### src/rtl/noc_pkg.sv
// Shared NoC definitions: flit layout, field ranges and TX FSM encoding.
// The router imports this package too, so field positions live only here.
package noc_pkg;
  localparam int FLIT_W   = 34;
  localparam int HEAD_BIT = 33;
  localparam int TAIL_BIT = 32;
  localparam int SRC_HI   = 31;
  localparam int SRC_LO   = 28;
  localparam int DST_HI   = 27;
  localparam int DST_LO   = 24;
  localparam int LEN_HI   = 3;
  localparam int LEN_LO   = 0;

  typedef logic [FLIT_W-1:0] flit_t;

  typedef enum logic [1:0] {
    TX_IDLE = 2'd0,
    TX_HEAD = 2'd1,
    TX_BODY = 2'd2
  } tx_state_t;

  // A zero-length packet is a single flit, so its head is also the tail.
  function automatic flit_t make_head(input logic [3:0] src, input logic [3:0] dst,
                                      input logic [3:0] len);
    flit_t f;
    f                 = '0;
    f[HEAD_BIT]       = 1'b1;
    f[TAIL_BIT]       = (len == 4'd0);
    f[SRC_HI:SRC_LO]  = src;
    f[DST_HI:DST_LO]  = dst;
    f[LEN_HI:LEN_LO]  = len;
    return f;
  endfunction
endpackage

### src/rtl/noc_ni_if.sv
// Core-side and router-side signals of the network interface.
// Every channel is valid/ready (req/ack): a transfer happens on a rising edge
// where both are 1, and the sender holds its payload and valid/req until then.
interface noc_ni_if;
  import noc_pkg::*;

  logic        cmd_valid;
  logic        cmd_ready;
  logic [3:0]  cmd_dst;
  logic [3:0]  cmd_len;
  logic        tx_valid;
  logic        tx_ready;
  logic [31:0] tx_data;
  flit_t       out_flit;
  logic        out_req;
  logic        in_ack;
  flit_t       in_flit;
  logic        in_req;
  logic        out_ack;
  logic        rx_valid;
  logic        rx_ready;
  logic [31:0] rx_data;
  logic        rx_head;
  logic        rx_tail;
  logic        rx_err;
  logic [15:0] tx_pkt_cnt;
  logic [15:0] rx_pkt_cnt;
  tx_state_t   tx_state;

  modport slave (
    input  cmd_valid, cmd_dst, cmd_len, tx_valid, tx_data, in_ack,
           in_flit, in_req, rx_ready,
    output cmd_ready, tx_ready, out_flit, out_req, out_ack, rx_valid,
           rx_data, rx_head, rx_tail, rx_err, tx_pkt_cnt, rx_pkt_cnt, tx_state
  );

  modport master (
    output cmd_valid, cmd_dst, cmd_len, tx_valid, tx_data, in_ack,
           in_flit, in_req, rx_ready,
    input  cmd_ready, tx_ready, out_flit, out_req, out_ack, rx_valid,
           rx_data, rx_head, rx_tail, rx_err, tx_pkt_cnt, rx_pkt_cnt, tx_state
  );
endinterface

### src/rtl/noc_fifo.sv
// Synchronous FIFO with occupancy counter; DEPTH must be a power of two.
module noc_fifo #(
  parameter int WIDTH = 34,
  parameter int DEPTH = 4
) (
  input  logic             clk,
  input  logic             rst,
  input  logic             push,
  input  logic             pop,
  input  logic [WIDTH-1:0] din,
  output logic [WIDTH-1:0] dout,
  output logic             full,
  output logic             empty
);
  localparam int AW = $clog2(DEPTH);
  localparam logic [AW:0] FULL_CNT = (AW+1)'(DEPTH);

  logic [WIDTH-1:0] mem [DEPTH];
  logic [AW-1:0]    wr_ptr, rd_ptr;
  logic [AW:0]      count;
  logic             do_push, do_pop;

  assign full    = (count == FULL_CNT);
  assign empty   = (count == '0);
  assign do_push = push && !full;
  assign do_pop  = pop && !empty;
  assign dout    = mem[rd_ptr];

  always_ff @(posedge clk or posedge rst) begin
    if (rst) begin
      wr_ptr <= '0;
      rd_ptr <= '0;
      count  <= '0;
    end else begin
      if (do_push) wr_ptr <= wr_ptr + 1'b1;
      if (do_pop)  rd_ptr <= rd_ptr + 1'b1;
      case ({do_push, do_pop})
        2'b10:   count <= count + 1'b1;
        2'b01:   count <= count - 1'b1;
        default: count <= count;
      endcase
    end
  end

  always_ff @(posedge clk) begin
    if (do_push) mem[wr_ptr] <= din;
  end
endmodule

### src/rtl/noc_ni.sv
// Network interface: packetises core commands/words into flits towards the router
// and filters/queues flits from the router for the core.
module noc_ni
  import noc_pkg::*;
#(
  parameter int ID       = 0,
  parameter int RX_DEPTH = 4
) (
  input logic     clk,
  input logic     rst,
  noc_ni_if.slave ni
);
  localparam logic [3:0] MY_ID = 4'(ID);

  tx_state_t   state, state_nx;
  flit_t       flit_q, flit_nx;
  logic        req_q, req_nx;
  logic [3:0]  rem_q, rem_nx;
  logic [15:0] tx_cnt_q, tx_cnt_nx;
  logic        xfer, tx_rdy, load;

  // HEAD also accepts a word so the first body flit follows the head back to back.
  always_comb begin
    state_nx  = state;
    flit_nx   = flit_q;
    req_nx    = req_q;
    rem_nx    = rem_q;
    tx_cnt_nx = tx_cnt_q;
    xfer      = req_q && ni.in_ack;
    tx_rdy    = (state != TX_IDLE) && (rem_q != 4'd0) && (!req_q || ni.in_ack);
    load      = tx_rdy && ni.tx_valid;
    case (state)
      TX_IDLE: begin
        if (ni.cmd_valid) begin
          state_nx = TX_HEAD;
          flit_nx  = make_head(MY_ID, ni.cmd_dst, ni.cmd_len);
          req_nx   = 1'b1;
          rem_nx   = ni.cmd_len;
        end
      end
      default: begin
        if (load) begin
          flit_nx  = {1'b0, rem_q == 4'd1, ni.tx_data};
          req_nx   = 1'b1;
          rem_nx   = rem_q - 4'd1;
          state_nx = TX_BODY;
        end else if (xfer) begin
          req_nx = 1'b0;
          if (flit_q[TAIL_BIT]) begin
            state_nx  = TX_IDLE;
            tx_cnt_nx = tx_cnt_q + 16'd1;
          end else begin
            state_nx = TX_BODY;
          end
        end
      end
    endcase
  end

  always_ff @(posedge clk or posedge rst) begin
    if (rst) begin
      state    <= TX_IDLE;
      flit_q   <= '0;
      req_q    <= 1'b0;
      rem_q    <= '0;
      tx_cnt_q <= '0;
    end else begin
      state    <= state_nx;
      flit_q   <= flit_nx;
      req_q    <= req_nx;
      rem_q    <= rem_nx;
      tx_cnt_q <= tx_cnt_nx;
    end
  end

  assign ni.cmd_ready  = (state == TX_IDLE);
  assign ni.tx_ready   = tx_rdy;
  assign ni.out_flit   = flit_q;
  assign ni.out_req    = req_q;
  assign ni.tx_pkt_cnt = tx_cnt_q;
  assign ni.tx_state   = state;

  logic        full, empty, accept, push;
  logic        in_pkt_q, in_pkt_nx, drop_q, drop_nx, err_nx, err_q;
  logic [15:0] rx_cnt_q, rx_cnt_nx;
  flit_t       head_flit;

  // Foreign packets and stray body flits are still acked so the router never stalls on them.
  assign accept = ni.in_req && !full;

  always_comb begin
    push      = 1'b0;
    err_nx    = 1'b0;
    in_pkt_nx = in_pkt_q;
    drop_nx   = drop_q;
    rx_cnt_nx = rx_cnt_q;
    if (accept) begin
      if (ni.in_flit[HEAD_BIT]) begin
        if (ni.in_flit[DST_HI:DST_LO] == MY_ID) begin
          push      = 1'b1;
          drop_nx   = 1'b0;
          in_pkt_nx = !ni.in_flit[TAIL_BIT];
          if (ni.in_flit[TAIL_BIT]) rx_cnt_nx = rx_cnt_q + 16'd1;
        end else begin
          err_nx    = 1'b1;
          in_pkt_nx = 1'b0;
          drop_nx   = !ni.in_flit[TAIL_BIT];
        end
      end else if (drop_q) begin
        if (ni.in_flit[TAIL_BIT]) drop_nx = 1'b0;
      end else if (in_pkt_q) begin
        push = 1'b1;
        if (ni.in_flit[TAIL_BIT]) begin
          in_pkt_nx = 1'b0;
          rx_cnt_nx = rx_cnt_q + 16'd1;
        end
      end else begin
        err_nx = 1'b1;
      end
    end
  end

  always_ff @(posedge clk or posedge rst) begin
    if (rst) begin
      in_pkt_q <= 1'b0;
      drop_q   <= 1'b0;
      err_q    <= 1'b0;
      rx_cnt_q <= '0;
    end else begin
      in_pkt_q <= in_pkt_nx;
      drop_q   <= drop_nx;
      err_q    <= err_nx;
      rx_cnt_q <= rx_cnt_nx;
    end
  end

  noc_fifo #(.WIDTH(FLIT_W), .DEPTH(RX_DEPTH)) u_rx_fifo (
    .clk   (clk),
    .rst   (rst),
    .push  (push),
    .pop   (ni.rx_valid && ni.rx_ready),
    .din   (ni.in_flit),
    .dout  (head_flit),
    .full  (full),
    .empty (empty)
  );

  assign ni.out_ack    = !full;
  assign ni.rx_valid   = !empty;
  assign ni.rx_data    = head_flit[31:0];
  assign ni.rx_head    = head_flit[HEAD_BIT];
  assign ni.rx_tail    = head_flit[TAIL_BIT];
  assign ni.rx_err     = err_q;
  assign ni.rx_pkt_cnt = rx_cnt_q;
endmodule

### src/flat_wrapper.sv
// flat-port wrapper written by rule: the top's interface ports become plain ports
module noc_ni_flat import noc_pkg::*;
#(
  parameter int ID       = 0,
  parameter int RX_DEPTH = 4
)
  (clk, rst, ni_cmd_valid, ni_cmd_dst, ni_cmd_len, ni_tx_valid, ni_tx_data, ni_in_ack, ni_in_flit, ni_in_req, ni_rx_ready, ni_cmd_ready, ni_tx_ready, ni_out_flit, ni_out_req, ni_out_ack, ni_rx_valid, ni_rx_data, ni_rx_head, ni_rx_tail, ni_rx_err, ni_tx_pkt_cnt, ni_rx_pkt_cnt, ni_tx_state);
  noc_ni_if ni_i ();
  input logic clk;
  input logic rst;
  input wire logic [$bits(ni_i.cmd_valid)-1:0] ni_cmd_valid;
  input wire logic [$bits(ni_i.cmd_dst)-1:0] ni_cmd_dst;
  input wire logic [$bits(ni_i.cmd_len)-1:0] ni_cmd_len;
  input wire logic [$bits(ni_i.tx_valid)-1:0] ni_tx_valid;
  input wire logic [$bits(ni_i.tx_data)-1:0] ni_tx_data;
  input wire logic [$bits(ni_i.in_ack)-1:0] ni_in_ack;
  input wire logic [$bits(ni_i.in_flit)-1:0] ni_in_flit;
  input wire logic [$bits(ni_i.in_req)-1:0] ni_in_req;
  input wire logic [$bits(ni_i.rx_ready)-1:0] ni_rx_ready;
  output wire logic [$bits(ni_i.cmd_ready)-1:0] ni_cmd_ready;
  output wire logic [$bits(ni_i.tx_ready)-1:0] ni_tx_ready;
  output wire logic [$bits(ni_i.out_flit)-1:0] ni_out_flit;
  output wire logic [$bits(ni_i.out_req)-1:0] ni_out_req;
  output wire logic [$bits(ni_i.out_ack)-1:0] ni_out_ack;
  output wire logic [$bits(ni_i.rx_valid)-1:0] ni_rx_valid;
  output wire logic [$bits(ni_i.rx_data)-1:0] ni_rx_data;
  output wire logic [$bits(ni_i.rx_head)-1:0] ni_rx_head;
  output wire logic [$bits(ni_i.rx_tail)-1:0] ni_rx_tail;
  output wire logic [$bits(ni_i.rx_err)-1:0] ni_rx_err;
  output wire logic [$bits(ni_i.tx_pkt_cnt)-1:0] ni_tx_pkt_cnt;
  output wire logic [$bits(ni_i.rx_pkt_cnt)-1:0] ni_rx_pkt_cnt;
  output wire logic [$bits(ni_i.tx_state)-1:0] ni_tx_state;
  assign ni_i.cmd_valid = ni_cmd_valid;
  assign ni_i.cmd_dst = ni_cmd_dst;
  assign ni_i.cmd_len = ni_cmd_len;
  assign ni_i.tx_valid = ni_tx_valid;
  assign ni_i.tx_data = ni_tx_data;
  assign ni_i.in_ack = ni_in_ack;
  assign ni_i.in_flit = ni_in_flit;
  assign ni_i.in_req = ni_in_req;
  assign ni_i.rx_ready = ni_rx_ready;
  assign ni_cmd_ready = ni_i.cmd_ready;
  assign ni_tx_ready = ni_i.tx_ready;
  assign ni_out_flit = ni_i.out_flit;
  assign ni_out_req = ni_i.out_req;
  assign ni_out_ack = ni_i.out_ack;
  assign ni_rx_valid = ni_i.rx_valid;
  assign ni_rx_data = ni_i.rx_data;
  assign ni_rx_head = ni_i.rx_head;
  assign ni_rx_tail = ni_i.rx_tail;
  assign ni_rx_err = ni_i.rx_err;
  assign ni_tx_pkt_cnt = ni_i.tx_pkt_cnt;
  assign ni_rx_pkt_cnt = ni_i.rx_pkt_cnt;
  assign ni_tx_state = ni_i.tx_state;
  noc_ni #(.ID(ID), .RX_DEPTH(RX_DEPTH)) u_core (.clk(clk), .rst(rst), .ni(ni_i));
endmodule
### config.mk
export PLATFORM = sky130hd
export DESIGN_NAME = noc_ni_flat
export DESIGN_NICKNAME = d
export VERILOG_FILES = /design/src/rtl/noc_pkg.sv /design/src/rtl/noc_ni_if.sv /design/src/rtl/noc_fifo.sv /design/src/rtl/noc_ni.sv /design/src/flat_wrapper.sv
export SDC_FILE = /design/constraint.sdc
export NUM_CORES = 1
export LEC_CHECK = 0
export BUFFER_PORTS_ARGS = -buffer_cell sky130_fd_sc_hd__buf_2
export CAP_MARGIN = 20
export CORE_ASPECT_RATIO = 2
export CORE_UTILIZATION = 55
export CTS_CLUSTER_DIAMETER = 50
export DETAILED_ROUTE_END_ITERATION = 7
export PLACE_DENSITY = 0.81
export SYNTH_ARGS = -nofsm -noshare
export SYNTH_HDL_FRONTEND = slang
export SYNTH_SLANG_ARGS = --single-unit
### constraint.sdc
create_clock -name clk -period 7.11 [get_ports clk]
set_input_delay 1.422 -clock clk [delete_from_list [all_inputs] [get_ports clk]]
set_output_delay 1.422 -clock clk [all_outputs]
set_load 0.1 [all_outputs]
# Word level (Yosys, flattened, before mapping)
# Memory sizes are Yosys's and may differ from the RTL's.
# Cells that the tools add are included.
[totals]
reg_bits = 83
mem_bits_rw = 136
in_bits = 81
output_inout_bits = 108
n_memories = 1
[classes]
addsub = 7
eq_ne = 7
n_mux = 41
bitwise = 2
n_reduce_logical = 28
[memory_table]
columns = ["memory", "words", "word_bits", "rd", "rd_ports_with_merged_regs", "write_ports", "line_no", "source"]
rows = [
  ["u_core.u_rx_fifo.mem", 4, 34, 1, 0, 1, "noc_fifo.sv:18", "logic [WIDTH-1:0] mem [DEPTH];"],
]
[ops]
columns = ["operator", "n"]
rows = [
  ["$mux 34", 3],
  ["$mux 16", 5],
  ["$add 16x1->16 const B", 2],
  ["$mux 1", 24],
  ["$mux 4", 3],
  ["$mux 2", 5],
  ["$logic_and 1x1->1", 8],
  ["$logic_not 4->1", 2],
  ["$reduce_and 4->1", 2],
  ["$reduce_bool 2->1", 4],
  ["$pmux 3 s2", 1],
  ["$reduce_and 2->1", 3],
  ["$add 2x1->2 const B", 2],
  ["$eq 4x1->1 const B", 1],
  ["$logic_not 1->1", 4],
  ["$ne 2x2->1 const B", 2],
  ["$reduce_bool 4->1", 1],
  ["$sub 4x1->4 const B", 1],
  ["$add 3x1->3 const B", 1],
  ["$eq 3x3->1 const B", 1],
  ["$logic_not 3->1", 1],
  ["$reduce_bool 3->1", 1],
  ["$sub 3x1->3 const B", 1],
  ["$eq 2x1->1 const B", 1],
  ["other kinds (5)", 6],
]

# Logic depth before layout (Yosys ltp)
[depth]
ltp_word = 7
ltp_mapped = 11
depth_no_buf = 10

# Modules after synthesis
# A second synthesis with hierarchy kept.
[unflattened]
hier_cells = 521
hier_area_um2 = 8765.9
[modules_own_cells]
columns = ["module", "n_inst", "cells_per_inst", "area_each_um2"]
rows = [
  ["noc_fifo", 1, 216, 5388.9],
  ["noc_ni", 1, 305, 3377.0],
]

# Worst setup path after synthesis
# OpenSTA, ideal clock, no wires.
[synth_path]
path_kind = "input port to output port"
start = "input ni_in_ack"
end = "output ni_tx_ready"
arrival_time_ps = 2424
slack_ps = 3264
path_stages = 2
n_path_buf = 0
cell_sequence = "nand2b_1 > and3_1"
[synth_via]
elab_chain_len = 2
[synth_rtl]
columns = ["item", "line_no", "source"]
rows = [
  ["start, declared", "flat_wrapper.sv:16", "input wire logic [$bits(ni_i.in_ack)-1:0] ni_in_ack;"],
  ["$logic_or 1x1->1", "noc_ni.sv:30", "tx_rdy = (state != TX_IDLE) && (rem_q != 4'd0) && (!req_q || ni.in_ack);"],
  ["$logic_and 1x1->1", "noc_ni.sv:30", ""],
  ["end, declared", "flat_wrapper.sv:21", "output wire logic [$bits(ni_i.tx_ready)-1:0] ni_tx_ready;"],
]
# No other way between the ends.

# Worst setup path in the final report
# Same ends and word-level chain as after synthesis.

==> impl_metrics.ini <==
[route]
routedWlPerCell_um = 19.6
final_antenna_net_count = 0
drc = 0
wirelength_mm = 17.8
num_vias = 5135
via_per_inst = 5.66
drt_iter0_drc = 212
first_pass_iters = 4

[placement]
place_hpwl_mm = 12.2
gp_congestion = 0.813
port_buffers = 188
post_dp_cell_area_um2 = 9790

[synthesis]
synth_mux_area_share_pct = 10.1
synth_edf_count = 136
syn_nets = 596
avgSynthCellArea_um2 = 17.2
synthAdderAreaFrac_pct = 1.53
synth_cells = 505
synth_top_area_cell = edfxtp_1
async_flop_share_pct = 37.9
synthesis.area_um2 = 8680
synth_seq_area_share_pct = 71.0
synth_xor_area_share_pct = 3.63
synth_top_family_by_area = multiplexers
yosys_most_used_dff = edfxtp_1
yosys-top-cells-area = edfxtp_1 47%, dfrtp_1 24%, mux4_2 8.8%, a22o_1 2.4%, xor2_1 2.4%
yosys_warnings = 0
ys_seq_elements = 219
synth_top_area_share_pct = 47.1
post_synth_num_cell_types = 47
yosys.area_share.simple_pct = 6.96
synth-compound-area-share_pct = 4.84

[layout]
final_common_cell = buf_2
post-route-cell-area_um2 = 10400
syn_to_final_growth_pct = 19.9
final_cell_mix = 188 x buf_2, 136 x edfxtp_1, 82 x dfrtp_1
fin_nets = 789
drive_gt1_share_pct = 37.9
diodes = 0
fillCellCount = 1086

[clock_tree]
clk_pin_slew_ns = 0.07
cts_tree = built
cts.sinks = 219
clock_tree.root_cell = clkbuf_16
clk_latency_ns = 0.48
ctsHoldBuffers = 0
ctsHtreeMaxLevel = 1
post-cts-setup-buffers = 0
cts_buffers = 19
cts.repair.resized = 0
cts_buffer_depth = 3

[critical_path]
arrival_ns = 2.43
required_ns = 5.69
start_kind = primary input
crit_fanout = 5
crit_type = primary input to primary output
end_kind = primary output

[sta]
finalSetupViolations = 0
rsz0062_at_grt = no
min_period_ns = 3.85
drv_slew = 0
hold_viol = 0
fin_skew_ns = 0.00732
slew_headroom_pct = 36.5
post-route-period-util_pct = 54.1
max_freq_mhz = 260
final.setup.tns_ns = 0
tightest_slew_ns = 0.951

[global_routing]
grt-ovfl-total = 0
grt_util_all_layers_pct = 22.6
grt_pass1_vias = 5543
grt_pass1_wl_mm = 28.7
grt_max_degree = 74
antenna_found_initial = 0

[power_and_ir_drop]
powerDensity_nw_per_um2 = 462
p_leak_uw = 0.00436
finalPower_uw = 4810
vdd.ir_drop.worst_mv = 0.454

[run]
maxCapViolCount = 0

[floorplanning]
io_pins = 189
coreArea_um2 = 15400
die_y_um = 180
chipWidth_um = 90.8
initial_utilization_pct = 56.4
rows = 64
dieArea_um2 = 16300

[min_path]
hold_path_class = flop to flop

[outcome]
run_status = complete, no violations
cell type report:
class	count	area, µm²	share of cell area [%]
clock buffers	26	512	4.92
flip-flops and latches	219	6160	59.2
multi-input cells	252	2370	22.8
inverters	13	50.0	0.481
repair buffers	193	998	9.59
well taps	198	248	2.38
clock inverters	7	66.3	0.637
worst paths after layout:
path                       slack (ns)                             startpoint  cells after the start                                endpoint
max reg2reg                      4.60  u_core.u_rx_fifo.count[0]$_DFFE_PP0P_                     10   u_core.u_rx_fifo.count[2]$_DFFE_PP0P_
min in group asynchronous        0.83                                    rst                      2       u_core.ni.out_flit[9]$_DFFE_PP0P_
max in group asynchronous        5.06                                    rst                      3  u_core.u_rx_fifo.rd_ptr[0]$_DFFE_PP0P_
min reg2reg                      0.47   u_core.ni.rx_pkt_cnt[15]$_DFFE_PP0P_                      1    u_core.ni.rx_pkt_cnt[15]$_DFFE_PP0P_
min                              0.47   u_core.ni.rx_pkt_cnt[15]$_DFFE_PP0P_                      1    u_core.ni.rx_pkt_cnt[15]$_DFFE_PP0P_
max                              3.26                              ni_in_ack                      4                             ni_tx_ready
where the power goes:
part / leakage (µW) / switching (µW) / internal (µW) / total, µW
Sequential: 0.00229 / 92.7 / 1480 / 1570
Clock: 0.000276 / 430 / 544 / 975
Combinational: 0.00180 / 1820 / 443 / 2260
logic make-up after synthesis:
logic type,after synthesis
AOI/OAI and AO/OA,57
buffers and inverters,34
DFF,219
adders and majority gates,10
muxes,45
and+or+nand+nor,104
xor gates and xnor gates,36
per-stage QoR:
stage / instances / utilization [%] / hold WS [ns] / setup WS (ns)
global route: 908 / 67.7 / 0.488 / 3.17
finish: 908 / 67.7 / 0.468 / 3.26
CTS: 906 / 67.5 / 0.470 / 3.25
detailed placement: 873 / 63.7 / 0.457 / 2.78
global placement: 873 / 63.7 / 0.456 / 2.89
floorplan: 505 / - / 0.448 / 3.26
critical path, stage by stage:
cell and delay (ns):
buf_2 0.12, nand2b_1 0.26, and3_1 0.20, buf_2 0.42
layer usage:
layer / part of all wire, % / vias up / routed length [µm] / global-route usage, %
li1: - / 2333 / - / -
met1: 36 / 2585 / 6430 / 25.0
met2: 57 / 187 / 10100 / 44.1
met3: 5.1 / 30 / 901 / 3.43
met4: 2.2 / 0 / 400 / 6.41
met5: 0 / - / 0 / 0
synth_stat cells (all sizes together), types with 6 or more instances:
cell type and number:
edfxtp 136, dfrtp 83, mux4 34, nand2 25, a22o 24, xor2 24, o21ai 16, buf 15
inv 13, nor3 12, xnor2 12, nor2 10, ha 9, nand3 9, nor3b 9, nand4 8
a21oi 7, and4 7, mux2i 7, and2 6, clkbuf 6
state kept, by name, indices dropped and copies added, names as in the netlist:
register	cells
u_core.drop_q	1
u_core.in_pkt_q	1
u_core.ni.out_flit	34
u_core.ni.out_req	1
u_core.ni.rx_err	1
u_core.ni.rx_pkt_cnt	16
u_core.ni.tx_pkt_cnt	16
u_core.ni.tx_state	2
u_core.rem_q	4
u_core.u_rx_fifo.count	3
u_core.u_rx_fifo.mem	136
u_core.u_rx_fifo.rd_ptr	2
u_core.u_rx_fifo.wr_ptr	2
No activity file was read; power rests on OpenSTA's default activity.
